**src/rtl/vid_pattern_gen.sv**
```systemverilog
// Video timing and test-pattern generator with a small Wishbone CSR block.
// Produces registered RGB/hsync/vsync/de with one clock of latency from the
// raster counters; pattern mode and solid colour are sampled at frame start.
module vid_pattern_gen #(
   parameter int unsigned H_ACTIVE = 640,
   parameter int unsigned H_FP     = 16,
   parameter int unsigned H_SYNC   = 96,
   parameter int unsigned H_BP     = 48,
   parameter int unsigned V_ACTIVE = 480,
   parameter int unsigned V_FP     = 10,
   parameter int unsigned V_SYNC   = 2,
   parameter int unsigned V_BP     = 33,
   parameter logic        HS_POL   = 1'b0,
   parameter logic        VS_POL   = 1'b0
) (
   input  logic        clk,
   input  logic        rst,
   output logic [23:0] out_data,
   output logic        out_hsync,
   output logic        out_vsync,
   output logic        out_de,
   input  logic [1:0]  wb_addr,
   input  logic [31:0] wb_wdata,
   output logic [31:0] wb_rdata,
   input  logic        wb_we,
   input  logic        wb_cyc,
   output logic        wb_ack
);

   localparam int unsigned H_TOTAL = H_ACTIVE + H_FP + H_SYNC + H_BP;
   localparam int unsigned V_TOTAL = V_ACTIVE + V_FP + V_SYNC + V_BP;
   localparam int unsigned HW      = ($clog2(H_TOTAL) < 8) ? 8 : $clog2(H_TOTAL);
   localparam int unsigned VW      = ($clog2(V_TOTAL) < 8) ? 8 : $clog2(V_TOTAL);
   localparam int unsigned BAR_W   = H_ACTIVE / 8;
   localparam int unsigned BCW     = $clog2(BAR_W + 1);

   localparam logic [HW-1:0]  H_LAST     = HW'(H_TOTAL - 1);
   localparam logic [HW-1:0]  H_ACT      = HW'(H_ACTIVE);
   localparam logic [HW-1:0]  H_ACT_LAST = HW'(H_ACTIVE - 1);
   localparam logic [HW-1:0]  HS_START   = HW'(H_ACTIVE + H_FP);
   localparam logic [HW-1:0]  HS_END     = HW'(H_ACTIVE + H_FP + H_SYNC);
   localparam logic [VW-1:0]  V_LAST     = VW'(V_TOTAL - 1);
   localparam logic [VW-1:0]  V_ACT      = VW'(V_ACTIVE);
   localparam logic [VW-1:0]  V_ACT_LAST = VW'(V_ACTIVE - 1);
   localparam logic [VW-1:0]  VS_START   = VW'(V_ACTIVE + V_FP);
   localparam logic [VW-1:0]  VS_END     = VW'(V_ACTIVE + V_FP + V_SYNC);
   localparam logic [BCW-1:0] BAR_LAST   = BCW'(BAR_W - 1);

   typedef enum logic [2:0] {
      MODE_BARS  = 3'd0,
      MODE_SOLID = 3'd1,
      MODE_GRAD  = 3'd2,
      MODE_GRID  = 3'd3,
      MODE_CHECK = 3'd4
   } mode_e;

   logic           run_q, run_d;
   logic [HW-1:0]  h_cnt_q, h_cnt_d;
   logic [VW-1:0]  v_cnt_q, v_cnt_d;
   logic [15:0]    frame_cnt_q, frame_cnt_d;
   mode_e          mode_q, mode_d;
   logic [23:0]    color_lat_q, color_lat_d;
   logic [BCW-1:0] bar_cnt_q, bar_cnt_d;
   logic [2:0]     bar_idx_q, bar_idx_d;
   logic [2:0]     ctrl_q, ctrl_d;
   logic [23:0]    color_q, color_d;
   logic [23:0]    out_data_q, out_data_d;
   logic           out_hsync_q, out_hsync_d;
   logic           out_vsync_q, out_vsync_d;
   logic           out_de_q, out_de_d;
   logic           wb_ack_q, wb_ack_d;
   logic [31:0]    wb_rdata_q, wb_rdata_d;
   logic           frame_wrap;
   logic           active;
   logic [23:0]    pixel;
   logic [31:0]    rd_mux;

   // Raster counters; run_q holds the counters at (0,0) for the first clock
   // after reset so that (0,0) is the state of that clock, not its successor.
   always_comb begin
      run_d       = 1'b1;
      h_cnt_d     = h_cnt_q;
      v_cnt_d     = v_cnt_q;
      frame_wrap  = 1'b0;
      if (run_q) begin
         if (h_cnt_q == H_LAST) begin
            h_cnt_d = '0;
            if (v_cnt_q == V_LAST) begin
               v_cnt_d    = '0;
               frame_wrap = 1'b1;
            end else begin
               v_cnt_d = v_cnt_q + 1'b1;
            end
         end else begin
            h_cnt_d = h_cnt_q + 1'b1;
         end
      end
      frame_cnt_d = frame_wrap ? frame_cnt_q + 16'd1 : frame_cnt_q;
      mode_d      = frame_wrap ? mode_e'(ctrl_q) : mode_q;
      color_lat_d = frame_wrap ? color_q : color_lat_q;
   end

   // Colour-bar index tracked by a sub-counter alongside h_cnt (no divider).
   always_comb begin
      bar_cnt_d = bar_cnt_q;
      bar_idx_d = bar_idx_q;
      if (run_q) begin
         if (h_cnt_q == H_LAST) begin
            bar_cnt_d = '0;
            bar_idx_d = '0;
         end else if (h_cnt_q < H_ACT) begin
            if (bar_cnt_q == BAR_LAST) begin
               bar_cnt_d = '0;
               bar_idx_d = bar_idx_q + 3'd1;
            end else begin
               bar_cnt_d = bar_cnt_q + 1'b1;
            end
         end
      end
   end

   // Pixel pattern and sync/de for the current counter state.
   always_comb begin
      active = run_q && (h_cnt_q < H_ACT) && (v_cnt_q < V_ACT);
      pixel  = '0;
      case (mode_q)
         MODE_BARS:  pixel = {{8{~bar_idx_q[1]}}, {8{~bar_idx_q[2]}}, {8{~bar_idx_q[0]}}};
         MODE_SOLID: pixel = color_lat_q;
         MODE_GRAD:  pixel = {h_cnt_q[7:0], v_cnt_q[7:0], frame_cnt_q[7:0]};
         MODE_GRID:  pixel = ((h_cnt_q[4:0] == 5'd0) || (v_cnt_q[4:0] == 5'd0) ||
                              (h_cnt_q == H_ACT_LAST) || (v_cnt_q == V_ACT_LAST)) ? '1 : '0;
         MODE_CHECK: pixel = (h_cnt_q[4] ^ v_cnt_q[4] ^ frame_cnt_q[5]) ? '1 : '0;
         default:    pixel = '0;
      endcase
      out_data_d  = active ? pixel : '0;
      out_de_d    = active;
      out_hsync_d = (run_q && (h_cnt_q >= HS_START) && (h_cnt_q < HS_END)) ? HS_POL : ~HS_POL;
      out_vsync_d = (run_q && (v_cnt_q >= VS_START) && (v_cnt_q < VS_END)) ? VS_POL : ~VS_POL;
   end

   // Wishbone slave: single-clock ack, read data only during ack, write on ack.
   always_comb begin
      wb_ack_d = wb_cyc && !wb_ack_q;
      case (wb_addr)
         2'd0:    rd_mux = {29'd0, ctrl_q};
         2'd1:    rd_mux = {8'd0, color_q};
         2'd2:    rd_mux = {15'd0, (v_cnt_q >= V_ACT), frame_cnt_q};
         default: rd_mux = '0;
      endcase
      wb_rdata_d = wb_ack_d ? rd_mux : '0;
      ctrl_d     = ctrl_q;
      color_d    = color_q;
      if (wb_ack_d && wb_we) begin
         if (wb_addr == 2'd0) ctrl_d = wb_wdata[2:0];
         if (wb_addr == 2'd1) color_d = wb_wdata[23:0];
      end
   end

   // State and output registers with synchronous reset.
   always_ff @(posedge clk) begin
      if (rst) begin
         run_q       <= 1'b0;
         h_cnt_q     <= '0;
         v_cnt_q     <= '0;
         frame_cnt_q <= '0;
         mode_q      <= MODE_BARS;
         color_lat_q <= '0;
         bar_cnt_q   <= '0;
         bar_idx_q   <= '0;
         ctrl_q      <= '0;
         color_q     <= '0;
         out_data_q  <= '0;
         out_hsync_q <= ~HS_POL;
         out_vsync_q <= ~VS_POL;
         out_de_q    <= 1'b0;
         wb_ack_q    <= 1'b0;
         wb_rdata_q  <= '0;
      end else begin
         run_q       <= run_d;
         h_cnt_q     <= h_cnt_d;
         v_cnt_q     <= v_cnt_d;
         frame_cnt_q <= frame_cnt_d;
         mode_q      <= mode_d;
         color_lat_q <= color_lat_d;
         bar_cnt_q   <= bar_cnt_d;
         bar_idx_q   <= bar_idx_d;
         ctrl_q      <= ctrl_d;
         color_q     <= color_d;
         out_data_q  <= out_data_d;
         out_hsync_q <= out_hsync_d;
         out_vsync_q <= out_vsync_d;
         out_de_q    <= out_de_d;
         wb_ack_q    <= wb_ack_d;
         wb_rdata_q  <= wb_rdata_d;
      end
   end

   assign out_data  = out_data_q;
   assign out_hsync = out_hsync_q;
   assign out_vsync = out_vsync_q;
   assign out_de    = out_de_q;
   assign wb_ack    = wb_ack_q;
   assign wb_rdata  = wb_rdata_q;

endmodule

```
**config.mk**
```make
export PLATFORM = sky130hd
export DESIGN_NAME = vid_pattern_gen
export DESIGN_NICKNAME = d
export VERILOG_FILES = /design/src/rtl/vid_pattern_gen.sv
export SDC_FILE = /design/constraint.sdc
export NUM_CORES = 1
export LEC_CHECK = 0
export ABC_AREA = 1
export CAP_MARGIN = 20
export CORE_UTILIZATION = 59
export DETAILED_ROUTE_END_ITERATION = 10
export GPL_TIMING_DRIVEN = 0
export PLACE_DENSITY = 0.85
export REMOVE_ABC_BUFFERS = 1
export SYNTH_ARGS = -nofsm -noshare
export SYNTH_HDL_FRONTEND = slang
export SYNTH_SLANG_ARGS = --single-unit
```
**constraint.sdc**
```tcl
create_clock -name clk -period 2.7 [get_ports clk]
set_input_delay 0.81 -clock clk [delete_from_list [all_inputs] [get_ports clk]]
set_output_delay 0.81 -clock clk [all_outputs]
set_load 0.01 [all_outputs]
```
==> metrics list, run 1 <==
* Result of the run: finished clean
- RSZ-0062 raised after global routing: no
- Hold-critical path endpoint: wb_rdata[19]
- Detailed placement ended at an HPWL of 11100 µm.
* Total area of sequential cells: 0.00306 mm²
- Fill cells in the final layout number 869.
* WL final: 17300 µm
* Library cell used as clock root buffer: sky130_fd_sc_hd__clkbuf_16
- Chip height: 111 µm
- I/O pin total: 98
- Final-report max-slew violation count: 0
- The clock reaches the later pin of the worst-skew pair after 0.43 ns.
* Fraction of the core area covered by cells at the end of the flow: 73.4%
- After detailed routing, the number of remaining DRC violations is 0.
- Share of post-route cells with drive strength above 1: 6.57%
- Startpoint of the most critical setup path: wb_addr[1]
* CTS sink count: 153
* TritonCTS Buffers: 17
* Share of the yosys chip area belonging to registers: 43.9%
- The clock period could shrink to 2.51 ns.
* Syn Inst Count: 997
- For this run, the number of standard cells in the final layout without fillers is 1224.
- Final Skew: 0.00996 ns
- The synthesized netlist occupies a cell area of 0.00698 mm².
- In this run, the number of DRC markers left after iteration 0 of detailed routing was 555.
- The count of nets left with antenna violations once routing finished came out at 0.
- Total overflow reported by the global router: 0
- After clock tree synthesis, the clock-pin slew on the worst setup and hold paths is 0.06 ns.
- The congestion estimate from routability-driven global placement came to 0.920.
- The analysis attributes to cell leakage a power of 3.31 nW.
* Number of instances on the worst hold path: 2
* Clock H-tree levels: 4
- The die is 111 µm wide.
- The worst path meets setup with 0.192 ns of slack.
- Type of origin of the critical path: primary input
- Derived from the worst setup path, the maximum achievable clock frequency is 399 MHz.
- Launch instance of the worst min-delay path: color_q[19]
- Counting flops and latches in the post-synthesis netlist gives 153.
* Area after DPL: 0.00775 mm²
- Leading area contributor after synthesis: sky130_fd_sc_hd__dfxtp_1
- In this run the standard cell core region covers 0.0115 mm².
- Along the worst path, the maximum fanout reaches 14.
* Worst reg2reg endpoint: out_data[7]
* Full die area: 0.0123 mm²
- The worst setup path is of the in -> reg kind.
* Via-to-Cell Ratio: 5.31
- Path class of the lowest-slack min-delay path: reg -> reg
- Buffers from clock root to sink, at most: 2
* Synth warn: 0
- Signal arrival time at the worst endpoint: 2.88 ns
- The repair_antennas step left the layout with diodes totalling 0.
* Placement Setup Slack: -1.26 ns
- After synthesis, the largest area contributor takes up 43.9% of total cell area.
- Number of global-route vias before repair: 5852
- Once layout is done, the placed cells without fillers occupy 0.00842 mm².
- Post-Synthesis Mean Instance Area: 7.01 µm²
* Reg2reg setup slack: 0.49 ns
- Counting instances in the post-synthesis netlist gives the leading cell types as sky130_fd_sc_hd__nor2_1, sky130_fd_sc_hd__nand2_1, sky130_fd_sc_hd__dfxtp_1.
- Entering global routing, the biggest net connects 63 pins.
* Top post-synthesis cells by area: sky130_fd_sc_hd__dfxtp_1, sky130_fd_sc_hd__nor2_1, sky130_fd_sc_hd__nand2_1
* Count of TritonRoute iterations in the first routing pass: 5
* Share of the clock period used by the worst path after layout: 92.9%
- Length in cells of the worst reg-to-reg path: 10
* Count of flip-flops with a built-in enable after synthesis: 0
* Worst-case headroom to the max-slew limit: 32.4%
* Worst hold slack: 0.465 ns
- In this run, post-CTS hold repair placed 0 buffers.
* Total setup violations reported at the end of the flow: 0
- Top-count cell post-synth: sky130_fd_sc_hd__nor2_1
- Number of unique standard cell types used by synthesis: 41
* Number of vias in the routed layout: 6502
- The number of antenna violations at the first check in global routing is 0.
- The first global-routing pass estimated 28400 µm of wire.
- TritonCTS built the clock tree.
- At the pin with the least slew margin, the transition time is 1.01 ns.
* # rows: 39
- Primary FF master, synth: sky130_fd_sc_hd__dfxtp_1
- Launch instance of the worst register-to-register path: v_cnt_q[0]
- Area of the multi-input gates: 0.00322 mm²
* Endpoint kind of the worst setup timing path: flop
- Async set or reset register ratio after synthesis: 0%
- In the global route stage, overall resource usage came out at 28.9%.
- STA puts the critical path data required time at 3.07 ns.
- In this run the tool buffered the top-level ports with 81 buffer cells.
* Post-placement cell count: 1183
* Worst vdd rail ir drop: 0.647 mV
- Total Nets Final: 1116
- Compared with the post-synthesis result, the final layout area differs by 20.6%.
- Once the floorplan was initialized, standard cells occupied 60.9% of the core.
- In the final routed layout, each cell accounts on average for 14.1 µm.
* Power density of the placed cells: 581 mW/mm²
- The number of hold violations in the final report came to 0.
- Max-cap violations in this run came to 0.
==> critical path, cell delays in order <==
cell                              delay (ns)
sky130_fd_sc_hd__clkdlybuf4s50_1        0.57
sky130_fd_sc_hd__inv_1                  0.06
sky130_fd_sc_hd__nor2_1                 0.76
sky130_fd_sc_hd__inv_1                  0.25
sky130_fd_sc_hd__o211ai_1               0.30
sky130_fd_sc_hd__nand2_1                0.08
sky130_fd_sc_hd__inv_1                  0.05
==> cell families after synthesis <==
group,count (synthesis),share of synthesized area [%]
flops,153,43.9
simple gates,524,32.6
compound gates,124,9.51
other cells,1,0.0537
fa+ha+maj,8,1.43
buf+inv,174,10.9
xor+xnor,13,1.63
==> cell usage in the layout (no fill, tap or decap), types with 4 or more instances in the layout <==
| cell type | synthesis | routed |
|---|---|---|
| sky130_fd_sc_hd__a21oi_1 | 43 | 43 |
| sky130_fd_sc_hd__buf_4 | 9 | 9 |
| sky130_fd_sc_hd__clkbuf_16 | 0 | 17 |
| sky130_fd_sc_hd__clkdlybuf4s50_1 | 0 | 80 |
| sky130_fd_sc_hd__clkinv_2 | 1 | 5 |
| sky130_fd_sc_hd__clkinvlp_4 | 0 | 4 |
| sky130_fd_sc_hd__conb_1 | 1 | 8 |
| sky130_fd_sc_hd__dfxtp_1 | 153 | 153 |
| sky130_fd_sc_hd__ha_1 | 8 | 8 |
| sky130_fd_sc_hd__inv_1 | 124 | 122 |
| sky130_fd_sc_hd__nand2_1 | 180 | 180 |
| sky130_fd_sc_hd__nand3_1 | 61 | 60 |
| sky130_fd_sc_hd__nand4_1 | 9 | 9 |
| sky130_fd_sc_hd__nor2_1 | 213 | 213 |
| sky130_fd_sc_hd__nor2_4 | 5 | 5 |
| sky130_fd_sc_hd__nor3_1 | 38 | 38 |
| sky130_fd_sc_hd__o21ai_0 | 38 | 38 |
| sky130_fd_sc_hd__o21ai_1 | 31 | 31 |
| sky130_fd_sc_hd__xor2_1 | 12 | 12 |
==> layer usage <==
metal  track usage [%]  part of all wire, %
met5                 0                    0
met1              36.9                   44
met2              46.9                   47
met4              12.3                  2.2
met3              6.45                  7.1
==> power breakdown <==
group	internal, mW	switching (mW)
registers	2.30	0.0253
clock network	1.37	0.925
logic	0.119	0.150
total	3.79	1.10
==> worst max path at each step <==
stage                        endpoint  depth (start not counted)
after CTS                 color_q[18]                          9
final                     wb_rdata[0]                          7
after global routing      wb_rdata[0]                          7
after detailed placement  out_data[7]                          8
after floorplan           out_data[0]                          7
after global placement    out_data[4]                          8
==> per-stage QoR <==
| stage | power, mW | setup TNS (ns) |
|---|---|---|
| floorplan | 2.49 | -2.82 |
| global placement | 2.62 | -211.38 |
| detailed placement | 2.63 | -75.44 |
| CTS | 4.90 | 0 |
| global route | 5.05 | 0 |
| finish | 4.89 | 0 |
==> flip-flops by register name, summed over array words and instances, names as in the netlist, 3 cells and up <==
name,flops
bar_idx_q,3
frame_cnt_q,16
wb_rdata,24
out_data,24
h_cnt_q,10
color_lat_q,24
bar_cnt_q,7
color_q,24
v_cnt_q,10
ctrl_q,3
mode_q,3
==> area by class of cell <==
class,count,area share (%)
Inverter,127,5.72
Tap cell,143,2.12
Multi-Input combinational cell,678,38.2
Sequential cell,153,36.4
Clock inverter,11,1.44
Timing Repair Buffer,92,10.8
Timing Repair inverter,1,0.0892
Clock buffer,19,5.26
==> timing repair <==
item | in CTS | in global routing
pin swaps | 1 | 1
gates resized for setup | 6 | 2
gates cloned | 2 | 0
endpoints found under the setup margin | 73 | 39
setup buffers | 6 | 3
(Power assumes the default switching activity.)
==> inputs of run 2 (changes only) <==
--- a/config.mk
+++ b/config.mk
@@ -7,10 +7,12 @@
 export LEC_CHECK = 0
 export ABC_AREA = 1
 export CAP_MARGIN = 20
-export CORE_UTILIZATION = 59
+export CELL_PAD_IN_SITES_DETAIL_PLACEMENT = 0
+export CELL_PAD_IN_SITES_GLOBAL_PLACEMENT = 1
+export CORE_UTILIZATION = 42
 export DETAILED_ROUTE_END_ITERATION = 10
 export GPL_TIMING_DRIVEN = 0
-export PLACE_DENSITY = 0.85
+export PLACE_DENSITY_LB_ADDON = 0.1
 export REMOVE_ABC_BUFFERS = 1
 export SYNTH_ARGS = -nofsm -noshare
 export SYNTH_HDL_FRONTEND = slang
==> constraint.sdc (replaced) <==
create_clock -name clk -period 2.95 [get_ports clk]
set_input_delay 0.885 -clock clk [delete_from_list [all_inputs] [get_ports clk]]
set_output_delay 0.885 -clock clk [all_outputs]
set_load 0.01 [all_outputs]
==> run 2 against run 1 <==
Effect of this change:
- clock skew fell by 0.0036 ns
- cell count increased by 5.9%
- non-clock buffer count down 2
- first-iteration DRC count is 42% lower
- setup slack better by 0.19 ns
==> metrics list, run 2 (synthesis gave the netlist of run 1 again) <==
- The later pin in the worst-skew pair is clocked with a latency of 0.43 ns.
- CTS sink count: 153
- Clock H-tree levels: 4
- Summed over all layers, the routed wires come to 18300 µm.
* GP Congestion: 0.810
* I/O pin total: 98
- Relative area change from synthesis to final layout: 22.1%
- Post-detailed-route count of antenna-violating nets: 0
* First-iteration detailed-routing DRC count: 322
- Number of global-route vias before repair: 5740
- Using the TritonRoute via totals, the vias-per-cell ratio works out to 4.76.
* Most frequent cells in the layout: sky130_fd_sc_hd__nor2_1, sky130_fd_sc_hd__nand2_1, sky130_fd_sc_hd__dfxtp_1
* Library cell used as clock root buffer: sky130_fd_sc_hd__clkbuf_16
* Type of origin of the critical path: primary input
* Endpoint kind of the worst setup timing path: flop
* Length in cells of the worst reg-to-reg path: 10
- Of the total power, the share spent switching nets is 22.6%.
* Max cap viols: 0
- Average routed wire per standard cell: 14.1 µm
* Met3 layer usage reported by global route: 5.01%
- Area of the multi-input gates: 0.00320 mm²
* RSZ-0062 raised after global routing: no
- Along the worst hold path, the cell count comes to 2.
- Total Nets Final: 1113
* Worst reg2reg endpoint: out_data[9]
- Final Hold Vio Count: 0
- Summed over all nets, the switching power comes to 1.03 mW.
- For the worst setup path, the data required time is 3.26 ns.
- TritonCTS built the clock tree.
- The layout has 1607 filler cells.
- Buffers inserted to repair hold after CTS numbered 0.
- The startpoint identified for the worst hold timing path is color_q[23].
- After clock tree synthesis, the clock-pin slew on the worst setup and hold paths is 0.06 ns.
* Chip height: 131 µm
- Total overflow reported by the global router: 0
- Busiest metal layer after global routing: met2
- Initial Util: 43.5%
* Path class of the lowest-slack min-delay path: reg -> reg
* Total area of sequential cells: 0.00306 mm²
- For this run, the detailed router's first-pass iteration total came to 5.
* Overall track demand over capacity in global routing: 22.8%
- The first global-routing pass estimated 29600 µm of wire.
- In the global route stage, met2 resource usage came out at 35.8%.
* Area after DPL: 0.00786 mm²
- Summing all non-filler instances in the final layout gives an area of 0.00852 mm².
* Result of the run: finished clean
- Once detailed placement completed, the half-perimeter wirelength came to 12500 µm.
* Diodes inserted: 0
- Most common cell after layout, fill and taps aside: sky130_fd_sc_hd__nor2_1
- Full die area: 0.0171 mm²
- Measured on the finished design, the core utilization comes to 53.1%.
- TritonCTS Buffers: 17
* Hold-critical path endpoint: wb_rdata[23]
- Placeable Area: 0.0161 mm²
- Detailed routing inserted a total of 6163 vias.
- Per report_power, the sequential group accounts for 46.4% of the total.
* Pin count of the biggest net entering global routing: 60
- After layout, the worst path uses 87.0% of the clock period.
* Clock network fraction of total power: 48.3%
* Cell-internal power: 3.55 mW
* Signal arrival time at the worst endpoint: 2.88 ns
- Total setup violations reported at the end of the flow: 0
- Static timing analysis puts the maximum clock frequency at 389 MHz.
* Total power consumption of the routed design: 4.59 mW
* Power density of the placed cells: 538 mW/mm²
* X dimension of the die: 131 µm
- The count of final max-slew check failures came to 0.
- The worst setup path is of the in -> reg kind.
- Launch instance of the worst register-to-register path: v_cnt_q[0]
- The setup check on the worst reg-to-reg path leaves a slack of 0.69 ns.
- For this run, global-route usage on met1 was measured as 30.5%.
* Port Buffer Count: 81
- DRC: 0
* Crit Path Max Fanout: 18
- Minimum clock period after layout: 2.57 ns
* Share of post-route cells with drive strength above 1: 6.48%
- Slew at the pin closest to its max-slew limit: 0.919 ns
- Buffers from clock root to sink, at most: 2
* Combinational cell fraction of total power: 5.3%
- Final Skew: 0.00640 ns
- Worst vdd rail ir drop: 0.418 mV
* # rows: 46
- P_leak: 3.31 nW
* Antenna violations before repair: 0
* Worst-case headroom to the max-slew limit: 38.5%
==> run 2: cell types whose count changed in the layout (fill, tap and decap cells not counted), sizes merged <==
cell | previous run | this run
clkbuf | 20 | 23
buf | 11 | 9
a21oi | 46 | 45
inv | 127 | 126
==> run 2: area by class of cell <==
type,instances,share of cell area [%]
multi-input cells,677,37.5
flip-flops and latches,153,35.9
repair buffers,90,10.6
clock buffers,22,5.68
inverters,127,5.65
well taps,216,3.17
clock inverters,10,1.37
repair inverters,1,0.0881
==> run 2: how the worst max path moves through the flow <==
stage,start,to,cells past startpoint
detailed placement,rst,wb_rdata[8],5
global placement,rst,out_data[7],8
floorplan,rst,out_data[0],7
global route,wb_addr[0],color_q[20],10
finish,wb_addr[0],color_q[20],10
CTS,wb_addr[0],color_q[20],10
==> run 2: through the flow <==
step	std cells	setup TNS (ns)	setup slack (ns)	hold slack, ns
floorplan	957	0	0.0573	0.428
global placement	1254	-234.77	-2.87	0.458
detailed placement	1257	-66.83	-1.13	0.455
CTS	1293	0	0.0401	0.470
global route	1296	0	0.195	0.491
finish	1296	0	0.382	0.465
==> run 2: critical path, stage by stage <==
cell and delay [ns]:
sky130_fd_sc_hd__clkdlybuf4s50_1 0.53, sky130_fd_sc_hd__inv_1 0.09, sky130_fd_sc_hd__nor2_4 0.16, sky130_fd_sc_hd__inv_1 0.19, sky130_fd_sc_hd__nor2_4 0.20, sky130_fd_sc_hd__buf_4 0.26, sky130_fd_sc_hd__clkinvlp_4 0.12, sky130_fd_sc_hd__buf_4 0.17
sky130_fd_sc_hd__o21ai_0 0.18, sky130_fd_sc_hd__a21oi_1 0.07
==> run 2: repair_timing <==
action / 4_1_cts / 5_1_grt
buffers inserted: 3 / 3
gates cloned: 1 / 0
gates resized for setup: 4 / 3
pin swaps: 1 / 1
setup endpoints to repair: 73 / 34
==> run 2: metal layers <==
metal	vias up	wire, µm
li1	3256	-
met1	2752	9000
met2	130	8170
met3	25	740
met4	0	423
met5	-	0
==> run 2: power groups by stage <==
stage / sequential (mW) / combinational (mW) / clock [mW]
4_1_cts: 2.13 / 0.243 / 2.26
2_1_floorplan: 2.18 / 0.101 / 0
3_5_place_dp: 2.17 / 0.239 / 0
6_report: 2.13 / 0.244 / 2.21
3_3_place_gp: 2.17 / 0.236 / 0
5_1_grt: 2.13 / 0.273 / 2.35
==> variant 1: new RTL, config.mk and constraints of run 1 <==
`V_SYNC`: 2 -> 1.
--- a/src/rtl/vid_pattern_gen.sv
+++ b/src/rtl/vid_pattern_gen.sv
@@ -9,5 +9,5 @@
    parameter int unsigned V_ACTIVE = 480,
    parameter int unsigned V_FP     = 10,
-   parameter int unsigned V_SYNC   = 2,
+   parameter int unsigned V_SYNC   = 1,
    parameter int unsigned V_BP     = 33,
    parameter logic        HS_POL   = 1'b0,
Behaviour: no difference found for any inputs over 10 cycles, from zero or initial values and one cycle with rst high; that may be too few to reach the edited logic, so the function may still have changed.
==> variant 1 against run 1 <==
Clock skew decreased by 0.0015 ns; critical path type unchanged; routed wire length increased by 0.97%; highest routed layer unchanged; total power increased by 0.71%; setup slack improved by 0.00090 ns; synthesized area about the same; largest power group is now the clock network; largest cell class unchanged; clock power increased by 2%; non-clock buffer count decreased by 7; sequential cell count unchanged; global-route usage increased by 0.91 points; final area about the same.
==> variant 1: results <==
export IMPL_crit_end="color_q[18]"
export IMPL_wl_per_cell_um=14.2
export IMPL_hold_class="flop to flop"
export IMPL_synth_seq_area_share=0.439
export IMPL_outcome="finished, final reports clean"
export IMPL_gp_routability_congestion=0.948
export IMPL_drt_initial_drc_count=473
export IMPL_max_vdd_ir_drop_v=0.000675
export IMPL_via_per_inst=5.35
export IMPL_synthArstFlopShare=0
export IMPL_crit_start="wb_addr[0]"
export IMPL_synth_top_cells_by_area="dfxtp_1, nor2_1, nand2_1, inv_1, nand3_1"
export IMPL_dp_slack_ns=-1.80
export IMPL_antenna_found_initial=0
export IMPL_fmax_mhz=399
export IMPL_place_inst=1196
export IMPL_grt_usage=0.298
export IMPL_n_fill_cell=890
export IMPL_synth_common_cells="nor2_1, nand2_1, dfxtp_1, inv_1, nand3_1"
export IMPL_antennaDiodeCount=0
export IMPL_cp_max_fo=32
export IMPL_cts_max_level=4
export IMPL_r2r_end="v_cnt_q[9]"
export IMPL_power_leakage_nw=3.44
export IMPL_synth_avg_cell_area_um2=6.90
export IMPL_grt_max_degree=70
export IMPL_drive_above_1_share=0.0579
export IMPL_grt_pass1_vias=6266
export IMPL_postPlaceCellArea_mm2=0.00775
export IMPL_cp_top_family="buffers and inverters"
export IMPL_clkSlewWorstSetupHoldPaths_ns=0.06
export IMPL_dp_hpwl_um=11300
export IMPL_grt_pass1_wl_um=29100
export IMPL_clkLatencyLatePin_ns=0.43
export IMPL_tightestPinTransition_ns=0.958
export IMPL_fin_nets=1122
export IMPL_synth_cell_type_count=36
export IMPL_slowest_delay_ns=0.53
export IMPL_cp_slowest_cell="clkdlybuf4s50_1"
export IMPL_cp_arrival_ns=2.80
export IMPL_regToRegSetupSlack_ns=0.30
export IMPL_hold_depth=2
export IMPL_timing_setup_tns_ns=0
export IMPL_wl_um=17500
export IMPL_r2r_start="v_cnt_q[1]"
variant 1: changes by cell type after synthesis, sizes merged, moves of 2 or more:
| cell | run 1 | this run |
|---|---|---|
| a21oi | 45 | 49 |
| buf | 31 | 34 |
| clkbuf | 16 | 14 |
| inv | 126 | 135 |
| nand2 | 185 | 180 |
| nand3 | 62 | 67 |
| nor3 | 39 | 42 |
| o21ai | 69 | 67 |
variant 1: kinds of logic (layout without fill, tap and decap cells):
logic type	count (synthesis)	count (layout)	synth area share
simple gates	528	528	0.325
other cells	1	8	0.000537
xor+xnor	12	12	0.0151
fa+ha+maj	8	8	0.0143
flops	153	153	0.439
buf+inv	184	253	0.111
compound gates	126	127	0.0959
variant 1: repair_timing:
item / in CTS / in global routing
pin swaps: 1 / 0
cloned: 1 / 0
endpoints found under the setup margin: 110 / 24
resized for setup: 9 / 2
setup buffers: 1 / 2
variant 1: worst min path at each step:
stage / from / end / slack, ns
2_1_floorplan: color_q[22] / wb_rdata[22] / 0.43
3_3_place_gp: color_q[22] / wb_rdata[22] / 0.45
3_5_place_dp: color_q[22] / wb_rdata[22] / 0.45
4_1_cts: color_q[22] / wb_rdata[22] / 0.46
5_1_grt: color_q[17] / wb_rdata[17] / 0.50
6_report: color_q[22] / wb_rdata[22] / 0.46
variant 1: per-layer routing:
metal  routed length (um)  track usage
met3                 1150       0.0798
met4                  586        0.156
met1                 7320        0.360
met2                 8410        0.484
met5                    0            0
variant 1: area by class of cell:
type,instances,share of cell area
repair buffers,85,0.103
flip-flops and latches,153,0.363
clock inverters,8,0.0110
multi-input cells,683,0.380
inverters,136,0.0638
clock buffers,24,0.0583
well taps,143,0.0212
variant 1: report_power, final:
group	switching, mW	internal (mW)
clock	0.892	1.45
sequential	0.0241	2.30
combinational	0.143	0.119
total	1.06	3.87
==> variant 2: new RTL, settings of run 1 <==
Without the edit above. Register the output `out_vsync` once more, cleared by the reset; this adds one clock of latency there. The other outputs are not delayed to match.
--- a/src/rtl/vid_pattern_gen.sv
+++ b/src/rtl/vid_pattern_gen.sv
@@ -198,5 +198,11 @@
    assign out_data  = out_data_q;
    assign out_hsync = out_hsync_q;
-   assign out_vsync = out_vsync_q;
+   always_ff @(posedge clk) begin
+      if (rst) begin
+         out_vsync <= '0;
+      end else begin
+         out_vsync <= out_vsync_q;
+      end
+   end
    assign out_de    = out_de_q;
    assign wb_ack    = wb_ack_q;
Check against the original RTL: not equivalent (a bounded check fails within 4 cycles, from zero or initial values and one cycle with rst high).
==> variant 2 against run 1 <==
Sequential cell count is 1 higher; first-iteration DRC count grew 7.7%; count of clock-buffer cells in the layout fell by 1; synthesized cell count fell by 0.20%; combinational power up 3%; final cell count barely moved; final area up 1.3%; routed wire length grew 2.5%; sequential share of layout area decreased by 0.24 points; clock power increased by 14%; setup slack gained 0.048 ns; total power rose by 7.1%; via count grew 1.7%; synthesized area shrank 0.64%; highest routed layer unchanged.
==> variant 2: results <==
export IMPL_grt_pass1_wl_um=29000
export IMPL_r2r_end="color_lat_q[13]"
export IMPL_synth_avg_cell_area_um2=6.97
export IMPL_clock_skew_ns=0.0101
export IMPL_gp_routability_congestion=0.890
export IMPL_tightestPinTransition_ns=1.01
export IMPL_outcome="finished, final reports clean"
export IMPL_met2_usage=0.477
export IMPL_slowest_delay_ns=0.44
export IMPL_cp_arrival_ns=2.85
export IMPL_drive_above_1_share=0.0675
export IMPL_max_vdd_ir_drop_v=0.000669
export IMPL_synth_warnings=0
export IMPL_grt_max_degree=70
export IMPL_dp_hpwl_um=11300
export IMPL_switching_power_mw=1.13
export IMPL_grt_pass1_vias=6203
export IMPL_cp_max_fo=69
export IMPL_drt_initial_drc_count=598
export IMPL_antenna_found_initial=0
export IMPL_antennaDiodeCount=0
export IMPL_grt_usage=0.298
export IMPL_power_frac_comb=0.053
export IMPL_cts_max_level=4
export IMPL_hold_slack_ns=0.402
export IMPL_gr_usage_met3=0.0659
export IMPL_synth_cell_type_count=39
export IMPL_power_leakage_nw=3.33
export IMPL_wl_met3_um=975
export IMPL_wl_met1_um=7550
export IMPL_dr_total_vias=6612
export IMPL_dr_wl_met2_um=8520
export IMPL_cp_slowest_cell="bufinv_16"
export IMPL_fin_nets=1115
export IMPL_r2r_start="h_cnt_q[1]"
export IMPL_post_cts_setup_buffers=9
export IMPL_hold_path_startpoint="out_vsync_q"
export IMPL_dp_slack_ns=-1.81
export IMPL_stdcell_count=1225
export IMPL_drt_pass1_iter_count=8
export IMPL_hold_depth=2
export IMPL_postPlaceCellArea_mm2=0.00772
export IMPL_synth_top_cells_by_area="dfxtp_1, nor2_1, nand2_1, inv_1, nand3_1"
export IMPL_hold_path_end="out_vsync"
export IMPL_pg_comb_mw=0.277
export IMPL_synth_seq_area_share=0.444
export IMPL_wl_um=17700
export IMPL_regToRegSetupSlack_ns=0.31
export IMPL_synth_common_cells="nor2_1, nand2_1, dfxtp_1, inv_1, nand3_1"
export IMPL_met1_usage=0.372
-- variant 2: worst max path at each step --
stage                          start        endpoint  slack (ns)  cells past startpoint
after floorplan                  rst     out_data[0]        0.23                      7
after global placement           rst    out_data[17]       -1.85                      8
after detailed placement         rst    out_data[17]       -1.81                      8
after CTS                        rst     out_data[0]        0.06                      9
after global routing      h_cnt_q[1]  frame_cnt_q[3]        0.06                     10
final                            rst     out_data[0]        0.24                      9
-- variant 2: kinds of logic after synthesis --
logic type | synth area share
compound gates | 0.0959
simple gates | 0.318
other cells | 0.000540
fa+ha+maj | 0.0144
buf+inv | 0.106
flops | 0.444
xor+xnor | 0.0202
-- variant 2: area by class of cell --
type | count | area [um^2]
flip-flops and latches | 154 | 3080
repair buffers | 93 | 916
repair inverters | 1 | 7.51
inverters | 129 | 514
multi-input cells | 673 | 3170
clock buffers | 18 | 439
fillers | 862 | 2890
clock inverters | 14 | 219
well taps | 143 | 179
